[src/rtl/rv32m_pkg.sv]
// Shared types for the RV32M multiply issue controller: op and state
// encodings, the product cache entry layout and the op signedness map.
package rv32m_pkg;

    localparam int unsigned RV_XLEN = 32;

    typedef enum logic [1:0] {
        OP_MUL    = 2'd0,
        OP_MULH   = 2'd1,
        OP_MULHSU = 2'd2,
        OP_MULHU  = 2'd3
    } mul_op_t;

    typedef enum logic [2:0] {
        ST_IDLE,
        ST_ISSUE,
        ST_WAIT,
        ST_RESP,
        ST_DRAIN
    } mul_state_t;

    typedef struct packed {
        logic                   valid;
        logic [RV_XLEN-1:0]     rs1;
        logic [RV_XLEN-1:0]     rs2;
        logic                   signed_a;
        logic                   signed_b;
        logic [2*RV_XLEN-1:0]   product;
    } mul_cache_t;

    // rs1 is signed for every op except MULHU.
    function automatic logic op_signed_a(mul_op_t op);
        return op != OP_MULHU;
    endfunction

    // rs2 is signed only for MUL and MULH.
    function automatic logic op_signed_b(mul_op_t op);
        return (op == OP_MUL) || (op == OP_MULH);
    endfunction

endpackage

[src/rtl/mul_issue_ctrl_if.sv]
// Request/response handshake and multiplier side-band of the multiply
// issue controller. slave is the controller view, master the surroundings.
interface mul_issue_ctrl_if #(
    parameter int unsigned XLEN = 32
);
    logic              req_valid;
    logic              req_ready;
    logic [1:0]        req_op;
    logic [XLEN-1:0]   req_rs1;
    logic [XLEN-1:0]   req_rs2;
    logic              flush;
    logic              resp_valid;
    logic              resp_ready;
    logic [XLEN-1:0]   resp_data;
    logic              busy;
    logic              mul_en;
    logic [XLEN-1:0]   mul_a;
    logic [XLEN-1:0]   mul_b;
    logic              mul_signed_a;
    logic              mul_signed_b;
    logic              mul_ready;
    logic [2*XLEN-1:0] mul_out;

    modport slave (
        input  req_valid, req_op, req_rs1, req_rs2, flush, resp_ready,
               mul_ready, mul_out,
        output req_ready, resp_valid, resp_data, busy, mul_en, mul_a, mul_b,
               mul_signed_a, mul_signed_b
    );

    modport master (
        output req_valid, req_op, req_rs1, req_rs2, flush, resp_ready,
               mul_ready, mul_out,
        input  req_ready, resp_valid, resp_data, busy, mul_en, mul_a, mul_b,
               mul_signed_a, mul_signed_b
    );

endinterface

[src/rtl/mul_result_cache.sv]
// One-entry product cache. Remembers the last completed product with its
// operands and signedness and reports whether a new request can reuse it.
module mul_result_cache
    import rv32m_pkg::*;
#(
    parameter int unsigned XLEN     = RV_XLEN,
    parameter bit          CACHE_EN = 1'b1
) (
    input  logic              clk,
    input  logic              rst,
    input  logic              wr_en,
    input  logic [XLEN-1:0]   wr_rs1,
    input  logic [XLEN-1:0]   wr_rs2,
    input  logic              wr_signed_a,
    input  logic              wr_signed_b,
    input  logic [2*XLEN-1:0] wr_product,
    input  logic [XLEN-1:0]   lk_rs1,
    input  logic [XLEN-1:0]   lk_rs2,
    input  logic              lk_signed_a,
    input  logic              lk_signed_b,
    input  logic              lk_is_mul,
    output logic              hit,
    output logic [2*XLEN-1:0] hit_product
);

    generate
        if (CACHE_EN) begin : g_cache
            mul_cache_t entry;
            logic       operands_match;
            logic       sign_match;

            // Capture each completed product; reset invalidates the entry.
            always_ff @(posedge clk or posedge rst) begin
                if (rst) begin
                    entry <= '0;
                end else if (wr_en) begin
                    entry <= '{valid:    1'b1,
                               rs1:      wr_rs1,
                               rs2:      wr_rs2,
                               signed_a: wr_signed_a,
                               signed_b: wr_signed_b,
                               product:  wr_product};
                end
            end

            // The low half is independent of signedness, so MUL only needs
            // the operands to match.
            always_comb begin
                operands_match = entry.valid && (entry.rs1 == lk_rs1) &&
                                 (entry.rs2 == lk_rs2);
                sign_match     = (entry.signed_a == lk_signed_a) &&
                                 (entry.signed_b == lk_signed_b);
                hit            = operands_match && (sign_match || lk_is_mul);
                hit_product    = entry.product;
            end
        end else begin : g_nocache
            assign hit         = 1'b0;
            assign hit_product = '0;
        end
    endgenerate

endmodule

[src/rtl/mul_issue_ctrl.sv]
// Issue controller between execute and the iterative multiplier: decodes
// the RV32M multiply op, starts the multiplier, selects the result half and
// returns it over valid/ready, short-circuiting through the product cache.
module mul_issue_ctrl
    import rv32m_pkg::*;
#(
    parameter int unsigned XLEN     = RV_XLEN,
    parameter bit          CACHE_EN = 1'b1
) (
    input  logic           clk,
    input  logic           rst,
    mul_issue_ctrl_if.slave bus
);

    mul_state_t        state;
    mul_op_t           op_q;
    mul_op_t           req_op;
    logic              req_signed_a;
    logic              req_signed_b;
    logic              accept;
    logic              cache_hit;
    logic              cache_wr;
    logic [2*XLEN-1:0] cache_product;

    function automatic logic [XLEN-1:0] select_half(mul_op_t op,
                                                    logic [2*XLEN-1:0] p);
        return (op == OP_MUL) ? p[XLEN-1:0] : p[2*XLEN-1:XLEN];
    endfunction

    assign req_op       = mul_op_t'(bus.req_op);
    assign req_signed_a = op_signed_a(req_op);
    assign req_signed_b = op_signed_b(req_op);
    assign accept       = bus.req_valid && (state == ST_IDLE) && !bus.flush;
    assign cache_wr     = (state == ST_WAIT) && bus.mul_ready && !bus.flush;

    assign bus.req_ready = (state == ST_IDLE);
    assign bus.busy      = (state != ST_IDLE);

    // mul_a/mul_b/mul_signed_* hold the issued request, so they double as
    // the cache write operands when the product arrives.
    mul_result_cache #(
        .XLEN     (XLEN),
        .CACHE_EN (CACHE_EN)
    ) u_cache (
        .clk         (clk),
        .rst         (rst),
        .wr_en       (cache_wr),
        .wr_rs1      (bus.mul_a),
        .wr_rs2      (bus.mul_b),
        .wr_signed_a (bus.mul_signed_a),
        .wr_signed_b (bus.mul_signed_b),
        .wr_product  (bus.mul_out),
        .lk_rs1      (bus.req_rs1),
        .lk_rs2      (bus.req_rs2),
        .lk_signed_a (req_signed_a),
        .lk_signed_b (req_signed_b),
        .lk_is_mul   (req_op == OP_MUL),
        .hit         (cache_hit),
        .hit_product (cache_product)
    );

    // Control FSM with registered start pulse, operands and response.
    always_ff @(posedge clk or posedge rst) begin
        if (rst) begin
            state            <= ST_IDLE;
            op_q             <= OP_MUL;
            bus.mul_en       <= 1'b0;
            bus.resp_valid   <= 1'b0;
            bus.resp_data    <= '0;
            bus.mul_a        <= '0;
            bus.mul_b        <= '0;
            bus.mul_signed_a <= 1'b0;
            bus.mul_signed_b <= 1'b0;
        end else begin
            bus.mul_en <= 1'b0;
            case (state)
                ST_IDLE: begin
                    if (accept) begin
                        op_q             <= req_op;
                        bus.mul_a        <= bus.req_rs1;
                        bus.mul_b        <= bus.req_rs2;
                        bus.mul_signed_a <= req_signed_a;
                        bus.mul_signed_b <= req_signed_b;
                        if (cache_hit) begin
                            bus.resp_data  <= select_half(req_op, cache_product);
                            bus.resp_valid <= 1'b1;
                            state          <= ST_RESP;
                        end else begin
                            bus.mul_en <= 1'b1;
                            state      <= ST_ISSUE;
                        end
                    end
                end
                ST_ISSUE: begin
                    state <= bus.flush ? ST_DRAIN : ST_WAIT;
                end
                ST_WAIT: begin
                    // A flush coinciding with completion has nothing left to
                    // drain, so the result is dropped and we return to IDLE.
                    if (bus.mul_ready) begin
                        if (bus.flush) begin
                            state <= ST_IDLE;
                        end else begin
                            bus.resp_data  <= select_half(op_q, bus.mul_out);
                            bus.resp_valid <= 1'b1;
                            state          <= ST_RESP;
                        end
                    end else if (bus.flush) begin
                        state <= ST_DRAIN;
                    end
                end
                ST_RESP: begin
                    if (bus.flush || bus.resp_ready) begin
                        bus.resp_valid <= 1'b0;
                        state          <= ST_IDLE;
                    end
                end
                ST_DRAIN: begin
                    if (bus.mul_ready) begin
                        state <= ST_IDLE;
                    end
                end
                default: begin
                    state <= ST_IDLE;
                end
            endcase
        end
    end

endmodule

[src/flat_wrapper.sv]
// flat-port wrapper written by rule: the top's interface ports become plain ports
module mul_issue_ctrl_flat import rv32m_pkg::*;
#(
    parameter int unsigned XLEN     = RV_XLEN,
    parameter bit          CACHE_EN = 1'b1
)
  (clk, rst, bus_req_valid, bus_req_op, bus_req_rs1, bus_req_rs2, bus_flush, bus_resp_ready, bus_mul_ready, bus_mul_out, bus_req_ready, bus_resp_valid, bus_resp_data, bus_busy, bus_mul_en, bus_mul_a, bus_mul_b, bus_mul_signed_a, bus_mul_signed_b);
  mul_issue_ctrl_if #(.XLEN(XLEN)) bus_i ();
  input  logic clk;
  input  logic rst;
  input wire logic [$bits(bus_i.req_valid)-1:0] bus_req_valid;
  input wire logic [$bits(bus_i.req_op)-1:0] bus_req_op;
  input wire logic [$bits(bus_i.req_rs1)-1:0] bus_req_rs1;
  input wire logic [$bits(bus_i.req_rs2)-1:0] bus_req_rs2;
  input wire logic [$bits(bus_i.flush)-1:0] bus_flush;
  input wire logic [$bits(bus_i.resp_ready)-1:0] bus_resp_ready;
  input wire logic [$bits(bus_i.mul_ready)-1:0] bus_mul_ready;
  input wire logic [$bits(bus_i.mul_out)-1:0] bus_mul_out;
  output wire logic [$bits(bus_i.req_ready)-1:0] bus_req_ready;
  output wire logic [$bits(bus_i.resp_valid)-1:0] bus_resp_valid;
  output wire logic [$bits(bus_i.resp_data)-1:0] bus_resp_data;
  output wire logic [$bits(bus_i.busy)-1:0] bus_busy;
  output wire logic [$bits(bus_i.mul_en)-1:0] bus_mul_en;
  output wire logic [$bits(bus_i.mul_a)-1:0] bus_mul_a;
  output wire logic [$bits(bus_i.mul_b)-1:0] bus_mul_b;
  output wire logic [$bits(bus_i.mul_signed_a)-1:0] bus_mul_signed_a;
  output wire logic [$bits(bus_i.mul_signed_b)-1:0] bus_mul_signed_b;
  assign bus_i.req_valid = bus_req_valid;
  assign bus_i.req_op = bus_req_op;
  assign bus_i.req_rs1 = bus_req_rs1;
  assign bus_i.req_rs2 = bus_req_rs2;
  assign bus_i.flush = bus_flush;
  assign bus_i.resp_ready = bus_resp_ready;
  assign bus_i.mul_ready = bus_mul_ready;
  assign bus_i.mul_out = bus_mul_out;
  assign bus_req_ready = bus_i.req_ready;
  assign bus_resp_valid = bus_i.resp_valid;
  assign bus_resp_data = bus_i.resp_data;
  assign bus_busy = bus_i.busy;
  assign bus_mul_en = bus_i.mul_en;
  assign bus_mul_a = bus_i.mul_a;
  assign bus_mul_b = bus_i.mul_b;
  assign bus_mul_signed_a = bus_i.mul_signed_a;
  assign bus_mul_signed_b = bus_i.mul_signed_b;
  mul_issue_ctrl #(.XLEN(XLEN), .CACHE_EN(CACHE_EN)) u_core (.clk(clk), .rst(rst), .bus(bus_i));
endmodule
[config.mk]
export PLATFORM = sky130hd
export DESIGN_NAME = mul_issue_ctrl_flat
export DESIGN_NICKNAME = d
export VERILOG_FILES = /design/src/rtl/rv32m_pkg.sv /design/src/rtl/mul_issue_ctrl_if.sv /design/src/rtl/mul_result_cache.sv /design/src/rtl/mul_issue_ctrl.sv /design/src/flat_wrapper.sv
export SDC_FILE = /design/constraint.sdc
export NUM_CORES = 1
export LEC_CHECK = 0
export CORE_MARGIN = 2
export CORE_UTILIZATION = 43
export CTS_BUF_LIST = sky130_fd_sc_hd__clkbuf_4 sky130_fd_sc_hd__clkbuf_8 sky130_fd_sc_hd__clkbuf_16
export DETAILED_ROUTE_END_ITERATION = 10
export HOLD_SLACK_MARGIN = 0.06
export PLACE_DENSITY = 0.72
export SYNTH_ARGS = -nofsm -noshare
export SYNTH_HDL_FRONTEND = slang
export SYNTH_HIERARCHICAL = 1
export SYNTH_SLANG_ARGS = --single-unit
[constraint.sdc]
create_clock -name clk -period 3.7 [get_ports clk]
set_input_delay 0.37 -clock clk [delete_from_list [all_inputs] [get_ports clk]]
set_output_delay 0.37 -clock clk [all_outputs]
set_load 0.005 [all_outputs]
==> flow_metrics.tcl <==
set metrics [dict create \
    status "finished, final reports clean" \
    ctsHoldBuffers 0 \
    rsz0062_at_grt "no" \
    sw_frac_of_total_pct 31.1 \
    dieWidth_um 166 \
    grt_pass1_vias 8119 \
    clock-root-buffer "clkbuf_16" \
    synth.avg_cell_area_um2 12.5 \
    grt_max_degree 74 \
    slowest_stage "a2111o_2" \
    drcViolationCount 0 \
    antenna_found_initial 1 \
    die_y_um 166 \
    ant_nets 0 \
    worstPathMaxFanout 64 \
    wl_per_cell_um 19.5 \
    crit_chain "xnor2_1, nand4_1, nor4_1, buf_4, nand3_1, nor4_2, nand2_1, a2111o_2, buf_12, a311oi_1, a21o_1" \
    synth.net_count 1041 \
    cp-end-kind "register" \
    cts_buffers 27 \
    io_pins 238 \
    intPower_mw 8.01 \
    postSynthCellCount 905 \
    die_area_mm2 0.0276 \
    gp_congestion 0.772 \
    drt_iter0_drc 522 \
    core_mm2 0.0259 \
    place_ws_ns -0.0152 \
    layout-drive-gt1-share_pct 27.1 \
    vdd_drop_max_v 0.000512 \
    seqPwrFrac_pct 39.0 \
    period_needed_ns 3.13 \
    vias_per_cell 5.39 \
    min_period_over_period_pct 84.6 \
    io_buffers 237 \
    wl_um 27700 \
    path_class "reg -> reg" \
    grt-ovfl-total 0 \
    p_leak_nw 6.15 \
    post-dp-hpwl_um 18200 \
    holdWs_ns 0.366 \
    via_count 7652 \
    min_path_type "in -> async" \
    crit_required_ns 4.17 \
    clock_latency_ns 0.53 \
    p_switching_mw 3.61 \
    rows 59 \
    yosysSeqAreaShare_pct 52.2 \
    cts_sinks 236 \
    clk_pin_slew_ns 0.06 \
    drtPass1Iterations 6 \
    cts_buffer_depth 3 \
    slowest_delay_ns 0.51 \
    slew_headroom_pct 41.6 \
    area_growth_pct 27.7 \
    cap_violations 0 \
    worstMarginPinSlew_ns 0.876 \
    cp-start-kind "register" \
    cts_tree "built" \
    finalHoldViolCount 0 \
    setup_ws_ns 0.571 \
    maxSlewViolCount 0 \
    synth_cell_type_count 40 \
    cts_resized 0 \
    htree_levels 1 \
    powerDensity_mw_per_mm2 805 \
    fmax_ghz 0.320 \
    p_comb_share_pct 38.0 \
    fin_nets 1202 \
    crit_arrival_ns 3.59 \
    clkPwrFrac_pct 23.0 \
    setup_viol 0 \
    netlist_area_mm2 0.0113 \
    skew_ns 0.00802 \
    ys_warn_count 6 \
    synth-seq-cells 236 \
    num_antenna_cells 0 \
    post-cts-setup-buffers 0 \
    setup-tns-final_ns 0 \
    grt_pass1_wl_um 44800 \
    groute.usage.overall_pct 20.0 \
    start_util_pct 43.6 \
]
## synth_stat cells
master | count | share of area (%)
clkbuf_1 | 24 | 0.80
nand2_1 | 78 | 2.6
a221oi_1 | 4 | 0.31
nor3b_1 | 1 | 0.066
a21oi_1 | 3 | 0.13
nand3_1 | 3 | 0.13
nor2b_1 | 2 | 0.11
nand2b_1 | 2 | 0.11
o31ai_1 | 1 | 0.066
a22o_1 | 1 | 0.077
buf_4 | 67 | 4.4
buf_2 | 26 | 1.2
or2_2 | 3 | 0.17
a21o_1 | 34 | 2.3
a222oi_1 | 1 | 0.089
a31oi_1 | 1 | 0.055
nand2_2 | 1 | 0.055
xor2_1 | 3 | 0.23
o21a_1 | 32 | 2.1
dfrtp_1 | 236 | 52
nor2_1 | 8 | 0.27
mux2i_1 | 2 | 0.18
nand4_1 | 12 | 0.66
mux2_2 | 189 | 19
a311oi_2 | 28 | 3.7
a311oi_1 | 4 | 0.31
a22oi_1 | 1 | 0.066
a211oi_1 | 32 | 2.1
nor3_1 | 2 | 0.089
a2111o_1 | 1 | 0.10
inv_2 | 1 | 0.033
or3_1 | 2 | 0.11
a2bb2oi_1 | 1 | 0.077
xnor2_1 | 48 | 3.7
o21ai_0 | 13 | 0.58
inv_1 | 20 | 0.66
nor4_1 | 4 | 0.22
o22ai_1 | 8 | 0.44
nor4_2 | 2 | 0.22
buf_6 | 4 | 0.40
## through the flow
stage | cells | area [um^2] | utilization, % | power [mW]
after floorplan | 905 | 11300 | - | 7.50
after global placement | 1372 | 13500 | 52.2 | 8.87
after detailed placement | 1372 | 13500 | 52.2 | 9.00
after CTS | 1419 | 14400 | 55.7 | 11.7
after global routing | 1419 | 14400 | 55.7 | 12.3
final | 1419 | 14400 | 55.7 | 11.6
## critical path: cells and delay by family (launching register included)
kind | cells | cell delay [ns]
buffers and inverters | 2 | 0.38
and+or+nand+nor | 5 | 1.16
DFF | 1 | 0.40
AOI/OAI and AO/OA | 3 | 0.94
xor gates and xnor gates | 1 | 0.15
## routing by layer
layer  part of all wire (%)  wire length [um]  track usage [%]  vias up
met2                     46             12800             32.3      228
met5                  0.032                 9                0        -
met3                    8.2              2280             6.65       41
li1                       -                 -                -     3476
met1                     43             12100             26.1     3905
met4                    2.0               556             4.69        2
## kinds of logic after synthesis
kind of cell | Yosys count | share of synthesized area, %
flops | 236 | 52.2
mux | 191 | 19.0
compound gates | 165 | 12.5
buf+inv | 142 | 7.49
simple gates | 120 | 4.80
xor+xnor | 51 | 3.95
## path summary, 6_finish.rpt
kind,depth (start not counted),endpoint,slack (ns),start
setup / recovery,11,u_core/bus.resp_data[10],0.57,u_core/u_cache/g_cache.entry[121]
min in group clk,1,u_core/u_cache/g_cache.entry[130],0.46,u_core/u_cache/g_cache.entry[130]
setup reg to reg,11,u_core/bus.resp_data[10],0.57,u_core/u_cache/g_cache.entry[121]
hold reg to reg,1,u_core/u_cache/g_cache.entry[130],0.46,u_core/u_cache/g_cache.entry[130]
hold / removal,2,u_core/u_cache/g_cache.entry[127],0.37,rst
max in group asynchronous,3,u_core/bus.mul_b[11],2.47,rst
## final cells by class
cell class | count | area (um^2)
Fill cell | 2184 | 11500
Tap cell | 335 | 419
Clock buffer | 41 | 812
Inverter | 21 | 85.1
Timing Repair Buffer | 253 | 2550
Multi-Input combinational cell | 527 | 4570
Clock inverter | 6 | 87.6
Sequential cell | 236 | 5910
## cells in the final DEF (no fill, tap or decap), drive strengths merged, types with 12 or more instances in the layout
cell           count
buf               16
a311oi            32
nand4             12
xnor2             48
clkbuf            41
mux2             189
o21ai             13
o21a              32
inv               21
a211oi            32
dfrtp            236
clkdlybuf4s50    237
nand2             79
a21o              34
## power groups by stage
stage	logic [mW]	clock network (mW)	registers (mW)
3_3_place_gp	4.35	0	4.52
5_1_grt	4.79	2.84	4.71
2_1_floorplan	3.08	0	4.42
3_5_place_dp	4.43	0	4.57
4_1_cts	4.46	2.74	4.54
6_report	4.41	2.67	4.54
## state kept, by name (all words and copies together), names as in the netlist
register	flops
u_core/bus.mul_a	32
u_core/bus.mul_b	32
u_core/bus.mul_en	1
u_core/bus.mul_signed_a	1
u_core/bus.mul_signed_b	1
u_core/bus.resp_data	32
u_core/bus.resp_valid	1
u_core/op_q	2
u_core/state	3
u_core/u_cache/g_cache.entry	67
u_core/u_cache/hit_product	64
(Power assumes the default switching activity.)
